$ cat src/rtl/udatapath_microsequencer.sv
// Microprogrammed sequencer for the uDataPath register/ALU datapath: a loadable
// microprogram RAM stepped FETCH/ISSUE, with zero-flag branching and a runaway limit.
module udatapath_microsequencer #(
  parameter int DATAWIDTH_MUX_SELECTION = 6,
  parameter int DATAWIDTH_ALU_SELECTION = 4,
  parameter int UPC_WIDTH               = 5,
  parameter int MAX_STEPS               = 255,
  parameter int UWORD_WIDTH             = 3*DATAWIDTH_MUX_SELECTION+DATAWIDTH_ALU_SELECTION+3+UPC_WIDTH
) (
  input  logic                               UDATAPATH_MICROSEQUENCER_CLOCK_50,
  input  logic                               UDATAPATH_MICROSEQUENCER_Reset_InHigh,
  input  logic                               UDATAPATH_MICROSEQUENCER_Load_In,
  input  logic [UPC_WIDTH-1:0]               UDATAPATH_MICROSEQUENCER_LoadAddr_In,
  input  logic [UWORD_WIDTH-1:0]             UDATAPATH_MICROSEQUENCER_LoadData_In,
  input  logic                               UDATAPATH_MICROSEQUENCER_Start_In,
  input  logic [UPC_WIDTH-1:0]               UDATAPATH_MICROSEQUENCER_StartAddr_In,
  input  logic                               UDATAPATH_MICROSEQUENCER_AluZero_In,
  output logic [DATAWIDTH_MUX_SELECTION-1:0] UDATAPATH_MICROSEQUENCER_SelA_Out,
  output logic [DATAWIDTH_MUX_SELECTION-1:0] UDATAPATH_MICROSEQUENCER_SelB_Out,
  output logic [DATAWIDTH_MUX_SELECTION-1:0] UDATAPATH_MICROSEQUENCER_SelC_Out,
  output logic [DATAWIDTH_ALU_SELECTION-1:0] UDATAPATH_MICROSEQUENCER_AluOp_Out,
  output logic                               UDATAPATH_MICROSEQUENCER_Write_Out,
  output logic                               UDATAPATH_MICROSEQUENCER_Busy_Out,
  output logic                               UDATAPATH_MICROSEQUENCER_Done_Out,
  output logic                               UDATAPATH_MICROSEQUENCER_Abort_Out,
  output logic [UPC_WIDTH-1:0]               UDATAPATH_MICROSEQUENCER_UPC_Out
);

  localparam int MW       = DATAWIDTH_MUX_SELECTION;
  localparam int AW       = DATAWIDTH_ALU_SELECTION;
  localparam int COND_LSB = UPC_WIDTH;
  localparam int WR_BIT   = UPC_WIDTH + 2;
  localparam int ALU_LSB  = UPC_WIDTH + 3;
  localparam int SELC_LSB = ALU_LSB + AW;
  localparam int SELB_LSB = SELC_LSB + MW;
  localparam int SELA_LSB = SELB_LSB + MW;

  typedef enum logic [1:0] {IDLE = 2'd0, FETCH = 2'd1, ISSUE = 2'd2, DONE = 2'd3} state_t;

  logic [UWORD_WIDTH-1:0] uRam [0:(2**UPC_WIDTH)-1];

  state_t                 state_r, nextState_s;
  logic [UPC_WIDTH-1:0]   upc_r, nextUpc_s, upcInc_s, target_s;
  logic [UWORD_WIDTH-1:0] ir_r, nextIr_s, issueWord_s;
  logic [7:0]             stepCnt_r, nextCnt_s, cntInc_s;
  logic                   abort_r, nextAbort_s;
  logic [1:0]             cond_s;
  logic                   ramWrite_s;

  logic [MW-1:0]          selA_r, selB_r, selC_r;
  logic [AW-1:0]          aluOp_r;
  logic                   write_r, busy_r, done_r;

  assign ramWrite_s = UDATAPATH_MICROSEQUENCER_Load_In && (state_r == IDLE);
  assign upcInc_s   = upc_r + UPC_WIDTH'(1);
  assign cntInc_s   = stepCnt_r + 8'd1;
  assign cond_s     = ir_r[COND_LSB +: 2];
  assign target_s   = ir_r[UPC_WIDTH-1:0];

  // Microprogram storage; deliberately not reset so a loaded program survives reset.
  always_ff @(posedge UDATAPATH_MICROSEQUENCER_CLOCK_50) begin
    if (ramWrite_s) begin
      uRam[UDATAPATH_MICROSEQUENCER_LoadAddr_In] <= UDATAPATH_MICROSEQUENCER_LoadData_In;
    end
  end

  // Next-state, microprogram counter, step count and abort computation.
  always_comb begin
    nextState_s = state_r;
    nextUpc_s   = upc_r;
    nextIr_s    = ir_r;
    nextCnt_s   = stepCnt_r;
    nextAbort_s = abort_r;
    case (state_r)
      IDLE: begin
        if (UDATAPATH_MICROSEQUENCER_Start_In) begin
          nextUpc_s   = UDATAPATH_MICROSEQUENCER_StartAddr_In;
          nextCnt_s   = 8'd0;
          nextAbort_s = 1'b0;
          nextState_s = FETCH;
        end else begin
          nextState_s = IDLE;
        end
      end
      FETCH: begin
        nextIr_s    = uRam[upc_r];
        nextState_s = ISSUE;
      end
      ISSUE: begin
        nextCnt_s = cntInc_s;
        case (cond_s)
          2'b00:   nextUpc_s = upcInc_s;
          2'b01:   nextUpc_s = target_s;
          2'b10:   nextUpc_s = UDATAPATH_MICROSEQUENCER_AluZero_In ? target_s : upcInc_s;
          default: nextUpc_s = upc_r;
        endcase
        if (cond_s == 2'b11) begin
          nextState_s = DONE;
        end else if (cntInc_s == 8'(MAX_STEPS)) begin
          nextAbort_s = 1'b1;
          nextState_s = DONE;
        end else begin
          nextState_s = FETCH;
        end
      end
      DONE:    nextState_s = IDLE;
      default: nextState_s = IDLE;
    endcase
    // Outputs are registered from the word that will be live in the upcoming ISSUE cycle.
    issueWord_s = (nextState_s == ISSUE) ? nextIr_s : {UWORD_WIDTH{1'b0}};
  end

  // State, datapath control registers and registered outputs.
  always_ff @(posedge UDATAPATH_MICROSEQUENCER_CLOCK_50 or posedge UDATAPATH_MICROSEQUENCER_Reset_InHigh) begin
    if (UDATAPATH_MICROSEQUENCER_Reset_InHigh) begin
      state_r   <= IDLE;
      upc_r     <= {UPC_WIDTH{1'b0}};
      ir_r      <= {UWORD_WIDTH{1'b0}};
      stepCnt_r <= 8'd0;
      abort_r   <= 1'b0;
      selA_r    <= {MW{1'b0}};
      selB_r    <= {MW{1'b0}};
      selC_r    <= {MW{1'b0}};
      aluOp_r   <= {AW{1'b0}};
      write_r   <= 1'b0;
      busy_r    <= 1'b0;
      done_r    <= 1'b0;
    end else begin
      state_r   <= nextState_s;
      upc_r     <= nextUpc_s;
      ir_r      <= nextIr_s;
      stepCnt_r <= nextCnt_s;
      abort_r   <= nextAbort_s;
      selA_r    <= issueWord_s[SELA_LSB +: MW];
      selB_r    <= issueWord_s[SELB_LSB +: MW];
      selC_r    <= issueWord_s[SELC_LSB +: MW];
      aluOp_r   <= issueWord_s[ALU_LSB +: AW];
      write_r   <= issueWord_s[WR_BIT];
      busy_r    <= (nextState_s != IDLE);
      done_r    <= (nextState_s == DONE);
    end
  end

  assign UDATAPATH_MICROSEQUENCER_SelA_Out  = selA_r;
  assign UDATAPATH_MICROSEQUENCER_SelB_Out  = selB_r;
  assign UDATAPATH_MICROSEQUENCER_SelC_Out  = selC_r;
  assign UDATAPATH_MICROSEQUENCER_AluOp_Out = aluOp_r;
  assign UDATAPATH_MICROSEQUENCER_Write_Out = write_r;
  assign UDATAPATH_MICROSEQUENCER_Busy_Out  = busy_r;
  assign UDATAPATH_MICROSEQUENCER_Done_Out  = done_r;
  assign UDATAPATH_MICROSEQUENCER_Abort_Out = abort_r;
  assign UDATAPATH_MICROSEQUENCER_UPC_Out   = upc_r;

endmodule

$ cat config.mk
export PLATFORM = sky130hd
export DESIGN_NAME = udatapath_microsequencer
export DESIGN_NICKNAME = d
export VERILOG_FILES = /design/src/rtl/udatapath_microsequencer.sv
export SDC_FILE = /design/constraint.sdc
export NUM_CORES = 1
export LEC_CHECK = 0
export CAP_MARGIN = 20
export CORE_ASPECT_RATIO = 1.25
export CORE_MARGIN = 3
export CORE_UTILIZATION = 60
export CTS_CLUSTER_DIAMETER = 100
export CTS_CLUSTER_SIZE = 20
export DETAILED_ROUTE_END_ITERATION = 10
export GPL_ROUTABILITY_DRIVEN = 0
export PLACE_DENSITY_LB_ADDON = 0.1
export SLEW_MARGIN = 20
export SYNTH_ARGS = -nofsm -noshare
export SYNTH_HDL_FRONTEND = slang
export SYNTH_SLANG_ARGS = --single-unit
$ cat constraint.sdc
create_clock -name UDATAPATH_MICROSEQUENCER_CLOCK_50 -period 3.8 [get_ports UDATAPATH_MICROSEQUENCER_CLOCK_50]
set_input_delay 0.76 -clock UDATAPATH_MICROSEQUENCER_CLOCK_50 [delete_from_list [all_inputs] [get_ports UDATAPATH_MICROSEQUENCER_CLOCK_50]]
set_output_delay 0.76 -clock UDATAPATH_MICROSEQUENCER_CLOCK_50 [all_outputs]
set_load 0.005 [all_outputs]
# Word-level counts from Yosys, hierarchy flattened
# Memory sizes are Yosys's and may differ from the RTL's.
# Index checks and enable logic that the tools add are counted.
[totals]
regBits = 71
output_inout_bits = 31
ram_bits = 960
memories = 1
input_bits = 45
word_cells = 54
[op_classes]
n_addsub = 2
n_reduce_logical = 8
n_eq_ne = 13
mux = 18
[mem_list]
columns = ["memory", "words", "word_bits", "rd", "rd_ports_with_merged_regs", "write_ports", "line", "text"]
rows = [
  ["uRam", 32, 30, 1, 0, 1, "40", "logic [UWORD_WIDTH-1:0] uRam [0:(2**UPC_WIDTH)-1];"],
]
[ops]
columns = ["operator", "n"]
rows = [
  ["two-way mux 30 bit", 2],
  ["one-hot mux 8 bit (2 select lines)", 1],
  ["one-hot mux 5 bit (3 select lines)", 1],
  ["equality test 2 bit, second input constant", 6],
  ["two-way mux 5 bit", 2],
  ["one-hot mux 5 bit (2 select lines)", 1],
  ["adder 8 x 1 -> 8 bit, second input constant", 1],
  ["equality test 8 bit, second input constant", 1],
  ["two-way mux 8 bit", 1],
  ["one-hot mux 2 bit (4 select lines)", 1],
  ["two-way mux 1 bit", 6],
  ["inequality test 2 bit, second input constant", 3],
  ["adder 5 x 1 -> 5 bit, second input constant", 1],
  ["equality test 2 x 1 -> 1 bit, second input constant", 2],
  ["zero test 2 bit", 2],
  ["two-way mux 2 bit", 2],
  ["inequality test 4 x 1 -> 1 bit, second input constant", 1],
  ["AND reduction 4 bit", 1],
  ["nonzero test 2 bit", 2],
  ["AND reduction 3 bit", 1],
  ["one-hot mux 1 bit (2 select lines)", 1],
  ["AND reduction 2 bit", 1],
  ["logical AND 1 bit", 1],
]

# Logic depth before layout (Yosys ltp)
# Gate-level depths: netlist of run 1.
[logic_depth]
word_depth = 7
depth_mapped = 9
mapped_depth_nobuf = 7

# Least setup slack after synthesis of run 1
# OpenSTA, ideal clock, no wires.
[synth_path]
path_kind = "in2reg"
start = "input UDATAPATH_MICROSEQUENCER_LoadAddr_In[1]"
end = "memory uRam[12][0] in the netlist's numbering (enable)"
required_ps = 3383
stages = 3
slack_ps = 789
setup_ps = 417
n_path_buf = 1
arrival_ps = 2594
cell_sequence = "or3_1 -> clkbuf_1 -> nor2_1"
[synth_rtl]
columns = ["item", "line", "text"]
rows = [
  ["start: declaration", "13", "input logic [UPC_WIDTH-1:0] UDATAPATH_MICROSEQUENCER_LoadAddr_In,"],
  ["end: declaration", "40", ""],
]
# Straight into the memory's write port.

# Final worst setup path of run 1
[layout_path]
start = "register upc_r[0], in the netlist UDATAPATH_MICROSEQUENCER_UPC_Out[0]"
end = "output UDATAPATH_MICROSEQUENCER_UPC_Out[0]"
[layout_rtl]
columns = ["item", "line", "text"]
rows = [
  ["start: declaration", "43", "logic [UPC_WIDTH-1:0] upc_r, nextUpc_s, upcInc_s, target_s;"],
  ["start signal: assignment", "117", "upc_r <= {UPC_WIDTH{1'b0}};"],
  ["start signal: assignment", "130", "upc_r <= nextUpc_s;"],
  ["end: declaration", "26", "output logic [UPC_WIDTH-1:0] UDATAPATH_MICROSEQUENCER_UPC_Out"],
]
# No word-level cell between the ends.

==> impl_results.html, run 1 <==
<table>
<tr><th>Metric</th><th>Value</th></tr>
<tr><th colspan="2">Global routing</th></tr>
<tr><td>Global-route wire length before repair</td><td>134 mm</td></tr>
<tr><td>Via count of the first global-routing pass</td><td>20100</td></tr>
<tr><td>Gr usage total</td><td>26.5%</td></tr>
<tr><td>Remaining Overflow, GRT</td><td>0</td></tr>
<tr><td>Number of antenna violations at the first check in global routing</td><td>1</td></tr>
<tr><td>Largest net degree at the start of global routing</td><td>64</td></tr>
<tr><th colspan="2">Timing</th></tr>
<tr><td>Post-route worst setup slack</td><td>956 ps</td></tr>
<tr><td>Final number of hold-violating endpoints</td><td>0</td></tr>
<tr><td>Highest clock frequency the design can meet</td><td>352 MHz</td></tr>
<tr><td>Unrepaired setup endpoints after global routing</td><td>no</td></tr>
<tr><td>Worst slew margin</td><td>29.8%</td></tr>
<tr><td>Share of the cycle needed by the critical path after routing</td><td>74.8%</td></tr>
<tr><td>Transition time at the pin with the least slew margin</td><td>1050 ps</td></tr>
<tr><td>Setup clock skew after layout</td><td>10.8 ps</td></tr>
<tr><td>Worst hold slack after final layout</td><td>504 ps</td></tr>
<tr><td>Final Max Tran Viols</td><td>0</td></tr>
<tr><td>Minimum clock period</td><td>2840 ps</td></tr>
<tr><td>Aggregate negative setup slack</td><td>0 ps</td></tr>
<tr><td>Final setup violation count</td><td>0</td></tr>
<tr><th colspan="2">Critical path</th></tr>
<tr><td>Endpoint of the worst setup timing path</td><td>UDATAPATH_MICROSEQUENCER_UPC_Out[0]</td></tr>
<tr><td>Start point of the critical path</td><td>UDATAPATH_MICROSEQUENCER_UPC_Out[0]$_DFFE_PP0P_</td></tr>
<tr><td>Setup slack of the most critical reg-to-reg path</td><td>1040 ps</td></tr>
<tr><td>Buf/Inv on CP</td><td>1</td></tr>
<tr><td>Crit path max-delay family</td><td>flip-flops</td></tr>
<tr><td>Maximum fanout along the worst path</td><td>30</td></tr>
<tr><td>WP depth</td><td>1</td></tr>
<tr><td>Maximum cell stage delay along the critical path</td><td>820 ps</td></tr>
<tr><td>Type of destination of the critical path</td><td>output port</td></tr>
<tr><td>FF-to-FF path depth</td><td>5</td></tr>
<tr><td>RR Startpoint</td><td>UDATAPATH_MICROSEQUENCER_UPC_Out[0]$_DFFE_PP0P_</td></tr>
<tr><td>Worst endpoint required time</td><td>3040 ps</td></tr>
<tr><td>CP max-delay cell</td><td>dfrtp_4</td></tr>
<tr><td>Cell breakdown of the critical path</td><td>clkdlybuf4s50_1</td></tr>
<tr><td>CP Launch Type</td><td>register</td></tr>
<tr><td>Kind of critical path</td><td>register to output port</td></tr>
<tr><td>Critical Path AT</td><td>2080 ps</td></tr>
<tr><th colspan="2">Die</th></tr>
<tr><td>DIE WIDTH</td><td>235 um</td></tr>
<tr><td>Core area</td><td>0.0645 mm^2</td></tr>
<tr><td>I/O Pins</td><td>76</td></tr>
<tr><td>Number of placement rows</td><td>104</td></tr>
<tr><td>Area of the die</td><td>0.0685 mm^2</td></tr>
<tr><td>Height of the chip</td><td>292 um</td></tr>
<tr><td>Effective utilization at floorplan</td><td>60.8%</td></tr>
<tr><th colspan="2">Layout</th></tr>
<tr><td>Area of combinational cells with multiple inputs</td><td>0.00864 mm^2</td></tr>
<tr><td>Antenna Diode Count</td><td>0</td></tr>
<tr><td>Sequential cell area</td><td>0.0300 mm^2</td></tr>
<tr><td>Final std cell area, no fill</td><td>0.0432 mm^2</td></tr>
<tr><td>Filler cells</td><td>4291</td></tr>
<tr><td>Layout cells sized above 1</td><td>12.6%</td></tr>
<tr><td>Synth-to-Final Area Change</td><td>10.2%</td></tr>
<tr><td>Number of nets at the end of the flow</td><td>2290</td></tr>
<tr><td>Final instance count without filler cells</td><td>3133</td></tr>
<tr><th colspan="2">Place</th></tr>
<tr><td>Area after detailed placement</td><td>0.0416 mm^2</td></tr>
<tr><td>Cells after DPL</td><td>3028</td></tr>
<tr><td>Number of buffers added on ports</td><td>75</td></tr>
<tr><td>Post-DP HPWL</td><td>55.0 mm</td></tr>
<tr><td>Placement-stage worst setup slack</td><td>709 ps</td></tr>
<tr><th colspan="2">Synth</th></tr>
<tr><td>Most instantiated flip-flop cell in the synthesis netlist</td><td>edfxtp_1</td></tr>
<tr><td>Number of warnings reported in the yosys synthesis log</td><td>0</td></tr>
<tr><td>Synthesized area per cell</td><td>18.5 um^2</td></tr>
<tr><td>Area leader, netlist</td><td>edfxtp_1</td></tr>
<tr><td>Most used standard cells in the synthesized netlist</td><td>edfxtp_1 (960), mux2i_1 (388), a22oi_1 (147), nand3_1 (77), nand2_1 (68)</td></tr>
<tr><td>Post-synth design cell area</td><td>0.0392 mm^2</td></tr>
<tr><td>Post-synthesis cell type count</td><td>46</td></tr>
<tr><td>Proportion of netlist area held by the largest area contributor</td><td>73.5%</td></tr>
<tr><td>Part of the Yosys area used for sequential elements</td><td>76.6%</td></tr>
<tr><td>Cell types occupying the most area after synthesis</td><td>edfxtp_1 (74%), mux2i_1 (9.9%), dfrtp_1 (3.1%), a22oi_1 (2.8%), mux4_2 (2.6%)</td></tr>
<tr><td>Cell with the most instances after synthesis</td><td>edfxtp_1</td></tr>
<tr><td>Count of state elements after synthesis</td><td>1008</td></tr>
<tr><td>Asr flop ratio synth</td><td>4.76%</td></tr>
<tr><td>Synthesized netlist cell count</td><td>2115</td></tr>
<tr><td>Post-Syn Nets</td><td>2167</td></tr>
<tr><td>Number of synthesized flops with an enable pin</td><td>960</td></tr>
<tr><th colspan="2">Pwr</th></tr>
<tr><td>Part of the power in the clock network</td><td>22.9%</td></tr>
<tr><td>Relative contribution of sequential cells to total power</td><td>47.2%</td></tr>
<tr><td>Pleak</td><td>14.3 nW</td></tr>
<tr><td>Worst vdd ir</td><td>0.000446 V</td></tr>
<tr><td>Net Switching</td><td>8.59 mW</td></tr>
<tr><td>Logic pwr share</td><td>29.9%</td></tr>
<tr><td>Switching portion of total power</td><td>31.7%</td></tr>
<tr><td>Power density relative to cell area</td><td>627 mW/mm^2</td></tr>
<tr><td>Pint</td><td>18.5 mW</td></tr>
<tr><th colspan="2">Status</th></tr>
<tr><td>Run status</td><td>completed</td></tr>
<tr><th colspan="2">Run</th></tr>
<tr><td>Number of max-cap violations</td><td>0</td></tr>
<tr><th colspan="2">Routing</th></tr>
<tr><td>Violation count after the first detailed-route iteration</td><td>2234</td></tr>
<tr><td>Aggregate routed wire length</td><td>91.2 mm</td></tr>
<tr><td>Drt wl/cell</td><td>29.1 um</td></tr>
<tr><td>Vias per std cell</td><td>6.41</td></tr>
<tr><td>DRC</td><td>0</td></tr>
<tr><td>Detailed-routing iteration count for the pre-antenna-repair pass</td><td>6</td></tr>
<tr><td>Via total after detailed routing</td><td>20100</td></tr>
<tr><td>Number of routed nets with antenna violations</td><td>0</td></tr>
<tr><th colspan="2">Clocking</th></tr>
<tr><td># clock sinks</td><td>1008</td></tr>
<tr><td>Clock latency reported for the late side of the worst-skew pair</td><td>630 ps</td></tr>
<tr><td>Clock buffer depth</td><td>3</td></tr>
<tr><td>Post-CTS setup-driven buffer insertion count</td><td>0</td></tr>
<tr><td>H-tree depth</td><td>2</td></tr>
<tr><td>Clock tree from TritonCTS</td><td>yes</td></tr>
<tr><td>Number of gates resized after cts</td><td>0</td></tr>
<tr><td>Post-CTS Hold Fix Bufs</td><td>0</td></tr>
<tr><td>Cts bufs inserted</td><td>56</td></tr>
<tr><td>CTS clock-pin slew for the worst setup and hold paths</td><td>90 ps</td></tr>
<tr><td>CTS Root Cell</td><td>clkbuf_16</td></tr>
<tr><th colspan="2">Min path</th></tr>
<tr><td>HP Class</td><td>register to register</td></tr>
</table>
## per-stage QoR
| step | power (mW) | utilization (%) |
|---|---|---|
| after global placement | 21.0 | 64.5 |
| final | 27.1 | 67.0 |
| after detailed placement | 21.2 | 64.5 |
| after global routing | 28.2 | 67.0 |
| after floorplan | 18.6 | - |
| after CTS | 27.2 | 67.0 |
## layout make-up
class,count,share of cell area (%)
repair buffers,188,4.23
clock buffers,102,3.69
multi-input cells,976,20.0
clock inverters,3,0.0782
flip-flops and latches,1008,69.5
well taps,848,2.45
inverters,8,0.0695
## how the worst min path moves through the flow
| stage | cells past startpoint | to | start | slack, ps |
|---|---|---|---|---|
| 3_3_place_gp | 1 | stepCnt_r[7]$_DFFE_PP0P_ | stepCnt_r[7]$_DFFE_PP0P_ | 470 |
| 2_1_floorplan | 1 | stepCnt_r[7]$_DFFE_PP0P_ | stepCnt_r[7]$_DFFE_PP0P_ | 450 |
| 3_5_place_dp | 2 | register | register | 490 |
| 6_report | 1 | stepCnt_r[7]$_DFFE_PP0P_ | stepCnt_r[7]$_DFFE_PP0P_ | 500 |
| 4_1_cts | 1 | stepCnt_r[7]$_DFFE_PP0P_ | stepCnt_r[7]$_DFFE_PP0P_ | 500 |
| 5_1_grt | 1 | stepCnt_r[7]$_DFFE_PP0P_ | stepCnt_r[7]$_DFFE_PP0P_ | 520 |
## per-layer routing
metal | global-route usage (%) | wire length (um)
met1 | 37.4 | 37800
met5 | 0 | 0
met2 | 43.7 | 45000
met3 | 3.23 | 5140
met4 | 8.89 | 3160
## cells by family after synthesis
kind of cell / after synthesis / share of synthesized area (%)
adders and majority gates: 7 / 0.223
muxes: 439 / 12.7
DFF: 1008 / 76.6
xor gates and xnor gates: 5 / 0.112
buffers and inverters: 131 / 2.12
AOI/OAI and AO/OA: 304 / 5.69
and+or+nand+nor: 221 / 2.59
## cells in the final DEF (no fill, tap or decap), drive strengths merged, types with 24 or more instances in the layout
master	synthesis	routed
buf	94	115
nor2	48	48
nand2	68	68
a21oi	63	63
clkbuf	29	102
clkdlybuf4s50	0	73
dfrtp	48	48
edfxtp	960	960
a22oi	148	148
nand3	77	77
mux4	46	46
a41oi	24	24
mux2i	388	388
## power by group through the flow
stage	clock network (mW)	registers (mW)	logic, mW
6_report	6.20	12.8	8.11
5_1_grt	6.72	12.8	8.62
4_1_cts	6.31	12.8	8.13
3_5_place_dp	0	13.1	8.10
3_3_place_gp	0	13.0	8.00
2_1_floorplan	0	12.8	5.87
## state kept, by name (all words and copies together), names as in the netlist, named ones only
signal / count
UDATAPATH_MICROSEQUENCER_SelB_Out: 6
UDATAPATH_MICROSEQUENCER_Write_Out: 1
uRam: 960
state_r: 2
UDATAPATH_MICROSEQUENCER_Abort_Out: 1
stepCnt_r: 8
UDATAPATH_MICROSEQUENCER_Done_Out: 1
UDATAPATH_MICROSEQUENCER_SelA_Out: 6
UDATAPATH_MICROSEQUENCER_SelC_Out: 6
UDATAPATH_MICROSEQUENCER_UPC_Out: 5
UDATAPATH_MICROSEQUENCER_AluOp_Out: 4
UDATAPATH_MICROSEQUENCER_Busy_Out: 1
No activity file was read; power rests on OpenSTA's default activity.
==> run 2: changes to the inputs <==
--- a/config.mk
+++ b/config.mk
@@ -8,7 +8,7 @@
 export CAP_MARGIN = 20
 export CORE_ASPECT_RATIO = 1.25
 export CORE_MARGIN = 3
-export CORE_UTILIZATION = 60
+export CORE_UTILIZATION = 56
 export CTS_CLUSTER_DIAMETER = 100
 export CTS_CLUSTER_SIZE = 20
 export DETAILED_ROUTE_END_ITERATION = 10
==> constraint.sdc (replaced) <==
create_clock -name UDATAPATH_MICROSEQUENCER_CLOCK_50 -period 2.5 [get_ports UDATAPATH_MICROSEQUENCER_CLOCK_50]
set_input_delay 0.5 -clock UDATAPATH_MICROSEQUENCER_CLOCK_50 [delete_from_list [all_inputs] [get_ports UDATAPATH_MICROSEQUENCER_CLOCK_50]]
set_output_delay 0.5 -clock UDATAPATH_MICROSEQUENCER_CLOCK_50 [all_outputs]
set_load 0.005 [all_outputs]
==> run 2 against run 1 <==
Net effect:
- via count grew 0.62%
- setup slack lost 900 ps
- clock-buffer cell count grew 1
==> impl_results.html, run 2 (synthesis gave the netlist of run 1 again) <==
<table>
<tr><th>Metric</th><th>Value</th></tr>
<tr><th colspan="2">Status</th></tr>
<tr><td>Run status</td><td>completed (unchanged)</td></tr>
<tr><th colspan="2">Routing</th></tr>
<tr><td>Drt wl/cell</td><td>28.4 um (was 29.1 um)</td></tr>
<tr><td>Number of routed nets with antenna violations</td><td>0 (unchanged)</td></tr>
<tr><td>Detailed-routing iteration count for the pre-antenna-repair pass</td><td>6 (unchanged)</td></tr>
<tr><td>Vias per std cell</td><td>6.13 (was 6.41)</td></tr>
<tr><td>Violation count after the first detailed-route iteration</td><td>2289 (was 2234)</td></tr>
<tr><td>Aggregate routed wire length</td><td>93.4 mm (was 91.2 mm)</td></tr>
<tr><td>DRC</td><td>0 (unchanged)</td></tr>
<tr><td>Via total after detailed routing</td><td>20200 (was 20100)</td></tr>
<tr><th colspan="2">Pwr</th></tr>
<tr><td>Power density relative to cell area</td><td>953 mW/mm^2 (was 627 mW/mm^2)</td></tr>
<tr><td>Pint</td><td>29.1 mW (was 18.5 mW)</td></tr>
<tr><td>Worst vdd ir</td><td>0.000648 V (was 0.000446 V)</td></tr>
<tr><td>Logic pwr share</td><td>32.8% (was 29.9%)</td></tr>
<tr><td>Part of the power in the clock network</td><td>22.2% (was 22.9%)</td></tr>
<tr><td>Design Power</td><td>42.6 mW (was 27.1 mW)</td></tr>
<tr><td>Relative contribution of sequential cells to total power</td><td>45.0% (was 47.2%)</td></tr>
<tr><td>Switching portion of total power</td><td>31.7% (about the same)</td></tr>
<tr><td>Net Switching</td><td>13.5 mW (was 8.59 mW)</td></tr>
<tr><td>Pleak</td><td>14.9 nW (was 14.3 nW)</td></tr>
<tr><th colspan="2">Global routing</th></tr>
<tr><td>Met2 track demand over resource</td><td>43.7% (about the same)</td></tr>
<tr><td>Fraction of met1 tracks used by global routing</td><td>35.9% (was 37.4%)</td></tr>
<tr><td>Via count of the first global-routing pass</td><td>20200 (was 20100)</td></tr>
<tr><td>Number of antenna violations at the first check in global routing</td><td>2 (was 1)</td></tr>
<tr><td>Gr usage total</td><td>25.7% (was 26.5%)</td></tr>
<tr><td>Global-route wire length before repair</td><td>137 mm (was 134 mm)</td></tr>
<tr><td>Largest net degree at the start of global routing</td><td>42 (was 64)</td></tr>
<tr><td>Remaining Overflow, GRT</td><td>0 (unchanged)</td></tr>
<tr><td>GR Layer Usage met3</td><td>3.75% (was 3.23%)</td></tr>
<tr><td>Layer carrying the most global-route usage</td><td>met2 (unchanged)</td></tr>
<tr><th colspan="2">Layout</th></tr>
<tr><td>Most flop-heavy register</td><td>uRam (unchanged)</td></tr>
<tr><td>Most frequent cells in the layout</td><td>edfxtp_1 (960), mux2i_1 (388), a22oi_1 (147) (unchanged)</td></tr>
<tr><td>Filler cells</td><td>4753 (was 4291)</td></tr>
<tr><td>Antenna Diode Count</td><td>0 (unchanged)</td></tr>
<tr><td>Layout cells sized above 1</td><td>15.5% (was 12.6%)</td></tr>
<tr><td>Max FFs per register</td><td>960 (unchanged)</td></tr>
<tr><td>Final cell utilization of the core</td><td>64.9% (was 67.0%)</td></tr>
<tr><td>Leading cell type in the layout, fill and taps excluded</td><td>edfxtp_1 (unchanged)</td></tr>
<tr><td>Number of nets at the end of the flow</td><td>2372 (was 2290)</td></tr>
<tr><td>Synth-to-Final Area Change</td><td>13.9% (was 10.2%)</td></tr>
<tr><td>Registers with the most flip-flops</td><td>uRam (960), stepCnt_r (8) (unchanged)</td></tr>
<tr><th colspan="2">Clocking</th></tr>
<tr><td>Clock tree from TritonCTS</td><td>yes (unchanged)</td></tr>
<tr><td>CTS clock-pin slew for the worst setup and hold paths</td><td>90 ps (about the same)</td></tr>
<tr><td>Clock latency reported for the late side of the worst-skew pair</td><td>640 ps (was 630 ps)</td></tr>
<tr><td>Cts bufs inserted</td><td>56 (unchanged)</td></tr>
<tr><td># clock sinks</td><td>1008 (unchanged)</td></tr>
<tr><td>H-tree depth</td><td>2 (unchanged)</td></tr>
<tr><td>CTS Root Cell</td><td>clkbuf_16 (unchanged)</td></tr>
<tr><td>Clock buffer depth</td><td>3 (unchanged)</td></tr>
<tr><td>Number of gates resized after cts</td><td>0 (unchanged)</td></tr>
<tr><td>Post-CTS Hold Fix Bufs</td><td>0 (unchanged)</td></tr>
<tr><td>Post-CTS setup-driven buffer insertion count</td><td>0 (unchanged)</td></tr>
<tr><th colspan="2">Critical path</th></tr>
<tr><td>Type of destination of the critical path</td><td>output port (unchanged)</td></tr>
<tr><td>Worst endpoint required time</td><td>2000 ps (was 3040 ps)</td></tr>
<tr><td>Crit path max-delay family</td><td>buffers and inverters (was flip-flops)</td></tr>
<tr><td>Maximum fanout along the worst path</td><td>7 (was 30)</td></tr>
<tr><td>Cell breakdown of the critical path</td><td>buf_4 -&gt; clkdlybuf4s50_1 (was clkdlybuf4s50_1)</td></tr>
<tr><td>Maximum cell stage delay along the critical path</td><td>540 ps (was 820 ps)</td></tr>
<tr><td>Kind of critical path</td><td>register to output port (unchanged)</td></tr>
<tr><td>Critical Path AT</td><td>1950 ps (was 2080 ps)</td></tr>
<tr><td>CP max-delay cell</td><td>dfrtp_1 (was dfrtp_4)</td></tr>
<tr><td>Buf/Inv on CP</td><td>2 (was 1)</td></tr>
<tr><td>CP Launch Type</td><td>register (unchanged)</td></tr>
<tr><th colspan="2">Timing</th></tr>
<tr><td>Aggregate negative setup slack</td><td>0 ps (unchanged)</td></tr>
<tr><td>Share of the cycle needed by the critical path after routing</td><td>97.8%</td></tr>
<tr><td>Worst hold slack after final layout</td><td>172 ps (was 504 ps)</td></tr>
<tr><td>Transition time at the pin with the least slew margin</td><td>868 ps (was 1050 ps)</td></tr>
<tr><td>Final setup violation count</td><td>0 (unchanged)</td></tr>
<tr><td>Highest clock frequency the design can meet</td><td>409 MHz</td></tr>
<tr><td>Worst slew margin</td><td>42.1% (was 29.8%)</td></tr>
<tr><td>Unrepaired setup endpoints after global routing</td><td>no (unchanged)</td></tr>
<tr><td>Final Max Tran Viols</td><td>0 (unchanged)</td></tr>
<tr><td>Minimum clock period</td><td>2450 ps</td></tr>
<tr><td>Setup clock skew after layout</td><td>22.3 ps (was 10.8 ps)</td></tr>
<tr><td>Final number of hold-violating endpoints</td><td>0 (unchanged)</td></tr>
<tr><td>Post-route worst setup slack</td><td>54.4 ps (was 956 ps)</td></tr>
<tr><th colspan="2">Die</th></tr>
<tr><td>Effective utilization at floorplan</td><td>57.0% (was 60.8%)</td></tr>
<tr><td>Number of placement rows</td><td>107 (was 104)</td></tr>
<tr><td>DIE WIDTH</td><td>243 um (was 235 um)</td></tr>
<tr><td>Area of the die</td><td>0.0733 mm^2 (was 0.0685 mm^2)</td></tr>
<tr><td>Core area</td><td>0.0688 mm^2 (was 0.0645 mm^2)</td></tr>
<tr><td>I/O Pins</td><td>76 (unchanged)</td></tr>
<tr><td>Height of the chip</td><td>302 um (was 292 um)</td></tr>
<tr><th colspan="2">Place</th></tr>
<tr><td>Number of buffers added on ports</td><td>75 (unchanged)</td></tr>
<tr><td>Post-DP HPWL</td><td>60.7 mm (was 55.0 mm)</td></tr>
<tr><td>Placement-stage worst setup slack</td><td>51.6 ps (was 709 ps)</td></tr>
<tr><th colspan="2">Run</th></tr>
<tr><td>Number of max-cap violations</td><td>0 (unchanged)</td></tr>
<tr><th colspan="2">Min path</th></tr>
<tr><td>HP Class</td><td>primary input to async pin (was register to register)</td></tr>
</table>
## run 2: path summary, 6_finish.rpt
| path | startpoint | cells past startpoint | slack, ps | to |
|---|---|---|---|---|
| max in group asynchronous | UDATAPATH_MICROSEQUENCER_Reset_InHigh | 3 | 1750 | UDATAPATH_MICROSEQUENCER_AluOp_Out[0]$_DFF_PP0_ |
| hold / removal | UDATAPATH_MICROSEQUENCER_Reset_InHigh | 2 | 170 | UDATAPATH_MICROSEQUENCER_UPC_Out[4]$_DFFE_PP0P_ |
| hold reg to reg | stepCnt_r[7]$_DFFE_PP0P_ | 1 | 490 | stepCnt_r[7]$_DFFE_PP0P_ |
| setup reg to reg | UDATAPATH_MICROSEQUENCER_UPC_Out[1]$_DFFE_PP0P_ | 8 | 170 | UDATAPATH_MICROSEQUENCER_SelB_Out[5]$_DFF_PP0_ |
| setup / recovery | UDATAPATH_MICROSEQUENCER_UPC_Out[3]$_DFFE_PP0P_ | 2 | 50 | UDATAPATH_MICROSEQUENCER_UPC_Out[3] |
| min in group UDATAPATH_MICROSEQUENCER_CLOCK_50 | stepCnt_r[7]$_DFFE_PP0P_ | 1 | 490 | stepCnt_r[7]$_DFFE_PP0P_ |
## run 2: final cells by class
type	instances	area [um^2]	area share [%]
sequential	1008	30000	67.2
multi-input combinational	976	8640	19.3
inverter	8	30.0	0.0672
timing repair buffer	270	3180	7.11
tap	926	1160	2.59
clock inverter	2	36.3	0.0812
clock buffer	103	1600	3.58
## run 2: per-stage QoR
step	cell area, um^2	cells
after floorplan	39200	2115
after global placement	43100	3189
after detailed placement	43100	3189
after CTS	44700	3293
after global routing	44700	3293
final	44700	3293
## run 2: power by group through the flow
stage                     Sequential [mW]  Clock (mW)  Combinational, mW
final                                19.1        9.46               14.0
after floorplan                      19.4           0               8.92
after CTS                            19.1        9.64               14.0
after global placement               19.5           0               13.9
after global routing                 19.2        10.3               14.8
after detailed placement             19.5           0               14.0
## run 2: worst reg2reg max path, cell delays in order (launching register included)
cell and delay [ps]:
dfrtp_4 460, buf_12 220, buf_12 290, buf_12 270, mux2i_1 100, a22oi_1 190, nand3_1 240, a41oi_1 300
buf_4 190
## run 2: metal layers
layer  share of wire [%]  wire length [um]
met2                  50             46800
met1                  41             38400
met4                 2.2              2050
met5               0.014                13
met3                 6.6              6190
==> run 3: changes to the inputs <==
==> constraint.sdc (replaced) <==
create_clock -name UDATAPATH_MICROSEQUENCER_CLOCK_50 -period 2 [get_ports UDATAPATH_MICROSEQUENCER_CLOCK_50]
set_input_delay 0.4 -clock UDATAPATH_MICROSEQUENCER_CLOCK_50 [delete_from_list [all_inputs] [get_ports UDATAPATH_MICROSEQUENCER_CLOCK_50]]
set_output_delay 0.4 -clock UDATAPATH_MICROSEQUENCER_CLOCK_50 [all_outputs]
set_load 0.005 [all_outputs]
==> run 3 against run 2 <==
Net effect:
- the run now ends with setup timing left
- global-route usage grew 2.2 points
- non-clock buffer count is 136 higher
- first-iteration DRC count is 5.1% lower
- utilization up 3.8 points
- wire length is 10% higher
- die area is the same
- clock power grew 25%
- design area increased by 5.9%
- power grew 37%
- register-to-register slack worse by 390 ps
- sequential power rose by 25%
==> impl_results.html, run 3 (synthesis gave the netlist of run 1 again) <==
<table>
<tr><th>Metric</th><th>Value</th></tr>
<tr><th colspan="2">Routing</th></tr>
<tr><td>Violation count after the first detailed-route iteration</td><td>2172 (was 2289)</td></tr>
<tr><td>Detailed-routing iteration count for the pre-antenna-repair pass</td><td>5 (was 6)</td></tr>
<tr><td>Aggregate routed wire length</td><td>103 mm (was 93.4 mm)</td></tr>
<tr><td>DRC</td><td>0 (unchanged)</td></tr>
<tr><td>Drt wl/cell</td><td>30.1 um (was 28.4 um)</td></tr>
<tr><td>Via total after detailed routing</td><td>21200 (was 20200)</td></tr>
<tr><td>Number of routed nets with antenna violations</td><td>0 (unchanged)</td></tr>
<tr><td>Vias per std cell</td><td>6.17 (was 6.13)</td></tr>
<tr><th colspan="2">Pwr</th></tr>
<tr><td>Worst vdd ir</td><td>0.000876 V (was 0.000648 V)</td></tr>
<tr><td>Power density relative to cell area</td><td>1230 mW/mm^2 (was 953 mW/mm^2)</td></tr>
<tr><td>Pleak</td><td>16.0 nW (was 14.9 nW)</td></tr>
<tr><td>Design Power</td><td>58.3 mW (was 42.6 mW)</td></tr>
<tr><th colspan="2">Layout</th></tr>
<tr><td>Final std cell area, no fill</td><td>0.0473 mm^2 (was 0.0447 mm^2)</td></tr>
<tr><td>Layout cells sized above 1</td><td>25.4% (was 15.5%)</td></tr>
<tr><td>Registers with the most flip-flops</td><td>uRam (960), stepCnt_r (8) (unchanged)</td></tr>
<tr><td>Antenna Diode Count</td><td>0 (unchanged)</td></tr>
<tr><td>Synth-to-Final Area Change</td><td>20.7% (was 13.9%)</td></tr>
<tr><td>Number of nets at the end of the flow</td><td>2508 (was 2372)</td></tr>
<tr><td>Max FFs per register</td><td>960 (unchanged)</td></tr>
<tr><td>Leading cell type in the layout, fill and taps excluded</td><td>edfxtp_1 (unchanged)</td></tr>
<tr><td>Most flop-heavy register</td><td>uRam (unchanged)</td></tr>
<tr><td>Most frequent cells in the layout</td><td>edfxtp_1 (960), mux2i_1 (381), buf_4 (166) (was edfxtp_1 (960), mux2i_1 (388), a22oi_1 (147))</td></tr>
<tr><th colspan="2">Die</th></tr>
<tr><td>Core area</td><td>0.0688 mm^2 (unchanged)</td></tr>
<tr><td>Height of the chip</td><td>302 um (unchanged)</td></tr>
<tr><td>Area of the die</td><td>0.0733 mm^2 (unchanged)</td></tr>
<tr><td>DIE WIDTH</td><td>243 um (unchanged)</td></tr>
<tr><td>Number of placement rows</td><td>107 (unchanged)</td></tr>
<tr><td>I/O Pins</td><td>76 (unchanged)</td></tr>
<tr><td>Effective utilization at floorplan</td><td>57.0% (unchanged)</td></tr>
<tr><th colspan="2">Place</th></tr>
<tr><td>Post-DP HPWL</td><td>65.1 mm (was 60.7 mm)</td></tr>
<tr><td>Number of buffers added on ports</td><td>75 (unchanged)</td></tr>
<tr><td>Area after detailed placement</td><td>0.0439 mm^2 (was 0.0431 mm^2)</td></tr>
<tr><th colspan="2">Critical path</th></tr>
<tr><td>Cell breakdown of the critical path</td><td>buf_12 -&gt; buf_16 -&gt; buf_6 -&gt; mux2i_2 -&gt; a22o_1 -&gt; a221oi_2 -&gt; o22ai_2 -&gt; o41ai_2 (was buf_4 -&gt; clkdlybuf4s50_1)</td></tr>
<tr><td>RR Startpoint</td><td>UDATAPATH_MICROSEQUENCER_UPC_Out[1]$_DFFE_PP0P_ (unchanged)</td></tr>
<tr><td>Type of destination of the critical path</td><td>register (was output port)</td></tr>
<tr><td>Start point of the critical path</td><td>UDATAPATH_MICROSEQUENCER_UPC_Out[1]$_DFFE_PP0P_ (was UDATAPATH_MICROSEQUENCER_UPC_Out[3]$_DFFE_PP0P_)</td></tr>
<tr><td>Maximum fanout along the worst path</td><td>7 (unchanged)</td></tr>
<tr><td>Maximum cell stage delay along the critical path</td><td>550 ps (was 540 ps)</td></tr>
<tr><td>Kind of critical path</td><td>register to register (was register to output port)</td></tr>
<tr><td>Worst endpoint required time</td><td>2530 ps (was 2000 ps)</td></tr>
<tr><td>CP Launch Type</td><td>register (unchanged)</td></tr>
<tr><td>Critical Path AT</td><td>2760 ps (was 1950 ps)</td></tr>
<tr><td>CP max-delay cell</td><td>dfrtp_4 (was dfrtp_1)</td></tr>
<tr><th colspan="2">Clocking</th></tr>
<tr><td>Clock buffer depth</td><td>3 (unchanged)</td></tr>
<tr><td># clock sinks</td><td>1008 (unchanged)</td></tr>
<tr><td>H-tree depth</td><td>2 (unchanged)</td></tr>
<tr><td>CTS Root Cell</td><td>clkbuf_16 (unchanged)</td></tr>
<tr><td>CTS clock-pin slew for the worst setup and hold paths</td><td>90 ps (about the same)</td></tr>
<tr><td>Clock latency reported for the late side of the worst-skew pair</td><td>640 ps (about the same)</td></tr>
<tr><td>Cts bufs inserted</td><td>56 (unchanged)</td></tr>
<tr><td>Clock tree from TritonCTS</td><td>yes (unchanged)</td></tr>
<tr><td>Post-CTS Hold Fix Bufs</td><td>0 (unchanged)</td></tr>
<tr><th colspan="2">Status</th></tr>
<tr><td>Failing checks</td><td>setup timing</td></tr>
<tr><td>Run status</td><td>complete, but fails checks (was completed)</td></tr>
<tr><th colspan="2">Global routing</th></tr>
<tr><td>Global-route wire length before repair</td><td>147 mm (was 137 mm)</td></tr>
<tr><td>Largest net degree at the start of global routing</td><td>40 (was 42)</td></tr>
<tr><td>Remaining Overflow, GRT</td><td>0 (unchanged)</td></tr>
<tr><td>Gr usage total</td><td>27.9% (was 25.7%)</td></tr>
<tr><td>Via count of the first global-routing pass</td><td>21400 (was 20200)</td></tr>
<tr><td>Number of antenna violations at the first check in global routing</td><td>2 (unchanged)</td></tr>
<tr><th colspan="2">Timing</th></tr>
<tr><td>Final number of hold-violating endpoints</td><td>0 (unchanged)</td></tr>
<tr><td>Share of the cycle needed by the critical path after routing</td><td>111%</td></tr>
<tr><td>Post-route worst setup slack</td><td>-225 ps (was 54.4 ps)</td></tr>
<tr><td>Unrepaired setup endpoints after global routing</td><td>yes (was no)</td></tr>
<tr><td>Worst slew margin</td><td>63.9% (was 42.1%)</td></tr>
<tr><td>Setup clock skew after layout</td><td>22.0 ps (was 22.3 ps)</td></tr>
<tr><td>Minimum clock period</td><td>2220 ps</td></tr>
<tr><td>Final setup violation count</td><td>25 (was 0)</td></tr>
<tr><td>Transition time at the pin with the least slew margin</td><td>541 ps (was 868 ps)</td></tr>
<tr><td>Highest clock frequency the design can meet</td><td>449 MHz</td></tr>
<tr><td>Final Max Tran Viols</td><td>0 (unchanged)</td></tr>
<tr><th colspan="2">Run</th></tr>
<tr><td>Number of max-cap violations</td><td>0 (unchanged)</td></tr>
<tr><th colspan="2">Min path</th></tr>
<tr><td>HP Class</td><td>primary input to async pin (unchanged)</td></tr>
</table>
run 3: changes by cell type in the layout (fill, tap and decap cells not counted), sizes merged:
cell,delta
clkdlybuf4s50,-8
clkbuf,+6
dlygate4sd2,+6
bufbuf,+3
inv,+1
buf,+127
clkinv,+1
run 3: path summary, 6_finish.rpt:
kind / slack (ps) / cells past startpoint / to
max in group asynchronous: 1260 / 3 / UDATAPATH_MICROSEQUENCER_SelC_Out[4]$_DFF_PP0_
max: -220 / 8 / register
max reg2reg: -220 / 8 / register
min reg2reg: 490 / 1 / stepCnt_r[7]$_DFFE_PP0P_
min: 120 / 2 / UDATAPATH_MICROSEQUENCER_SelA_Out[5]$_DFF_PP0_
min in group UDATAPATH_MICROSEQUENCER_CLOCK_50: 420 / 2 / UDATAPATH_MICROSEQUENCER_Abort_Out$_DFFE_PP0P_
run 3: cell type report:
cell class	count	area, um^2
Inverter	8	30.0
Clock inverter	4	41.3
Tap cell	926	1160
Fill cell	4499	21500
Sequential cell	1008	30000
Timing Repair Buffer	406	5060
Clock buffer	101	1570
Multi-Input combinational cell	976	9420
run 3: layer usage:
layer | track usage [%] | routed length (um)
met1 | 36.0 | 39200
met2 | 49.4 | 53900
met3 | 2.91 | 5890
met4 | 10.5 | 4110
met5 | 0 | 13
run 3: worst max-delay path, delay by kind of cell (launching register included):
family / cells / cell delay (ps)
AOI/OAI and AO/OA: 4 / 990
muxes: 1 / 140
buffers and inverters: 3 / 440
DFF: 1 / 550
run 3: report_power, final:
| part | switching (mW) | total [mW] | internal, mW |
|---|---|---|---|
| clock network | 6.47 | 11.8 | 5.35 |
| registers | 0.301 | 23.9 | 23.6 |
| logic | 12.1 | 22.6 | 10.5 |
| total | 18.9 | 58.3 | 39.4 |
run 3: per-stage QoR:
step | util [%] | setup WS [ps] | TNS, ps | std cells | hold WS [ps]
floorplan | - | -247 | -149440 | 2115 | 445
global placement | 63.8 | -353 | -217390 | 3275 | 468
detailed placement | 63.8 | -370 | -223930 | 3275 | 473
CTS | 68.1 | -140 | -872 | 3416 | 108
global route | 68.8 | -239 | -2660 | 3429 | 126
finish | 68.8 | -225 | -1220 | 3429 | 123
run 3: what timing repair did:
| item | in CTS | in global routing |
|---|---|---|
| gates cloned | 10 | 8 |
| setup endpoints to repair | 279 | 448 |
| setup buffers | 33 | 7 |
| pin swaps | 84 | 64 |
| resized for setup | 172 | 55 |
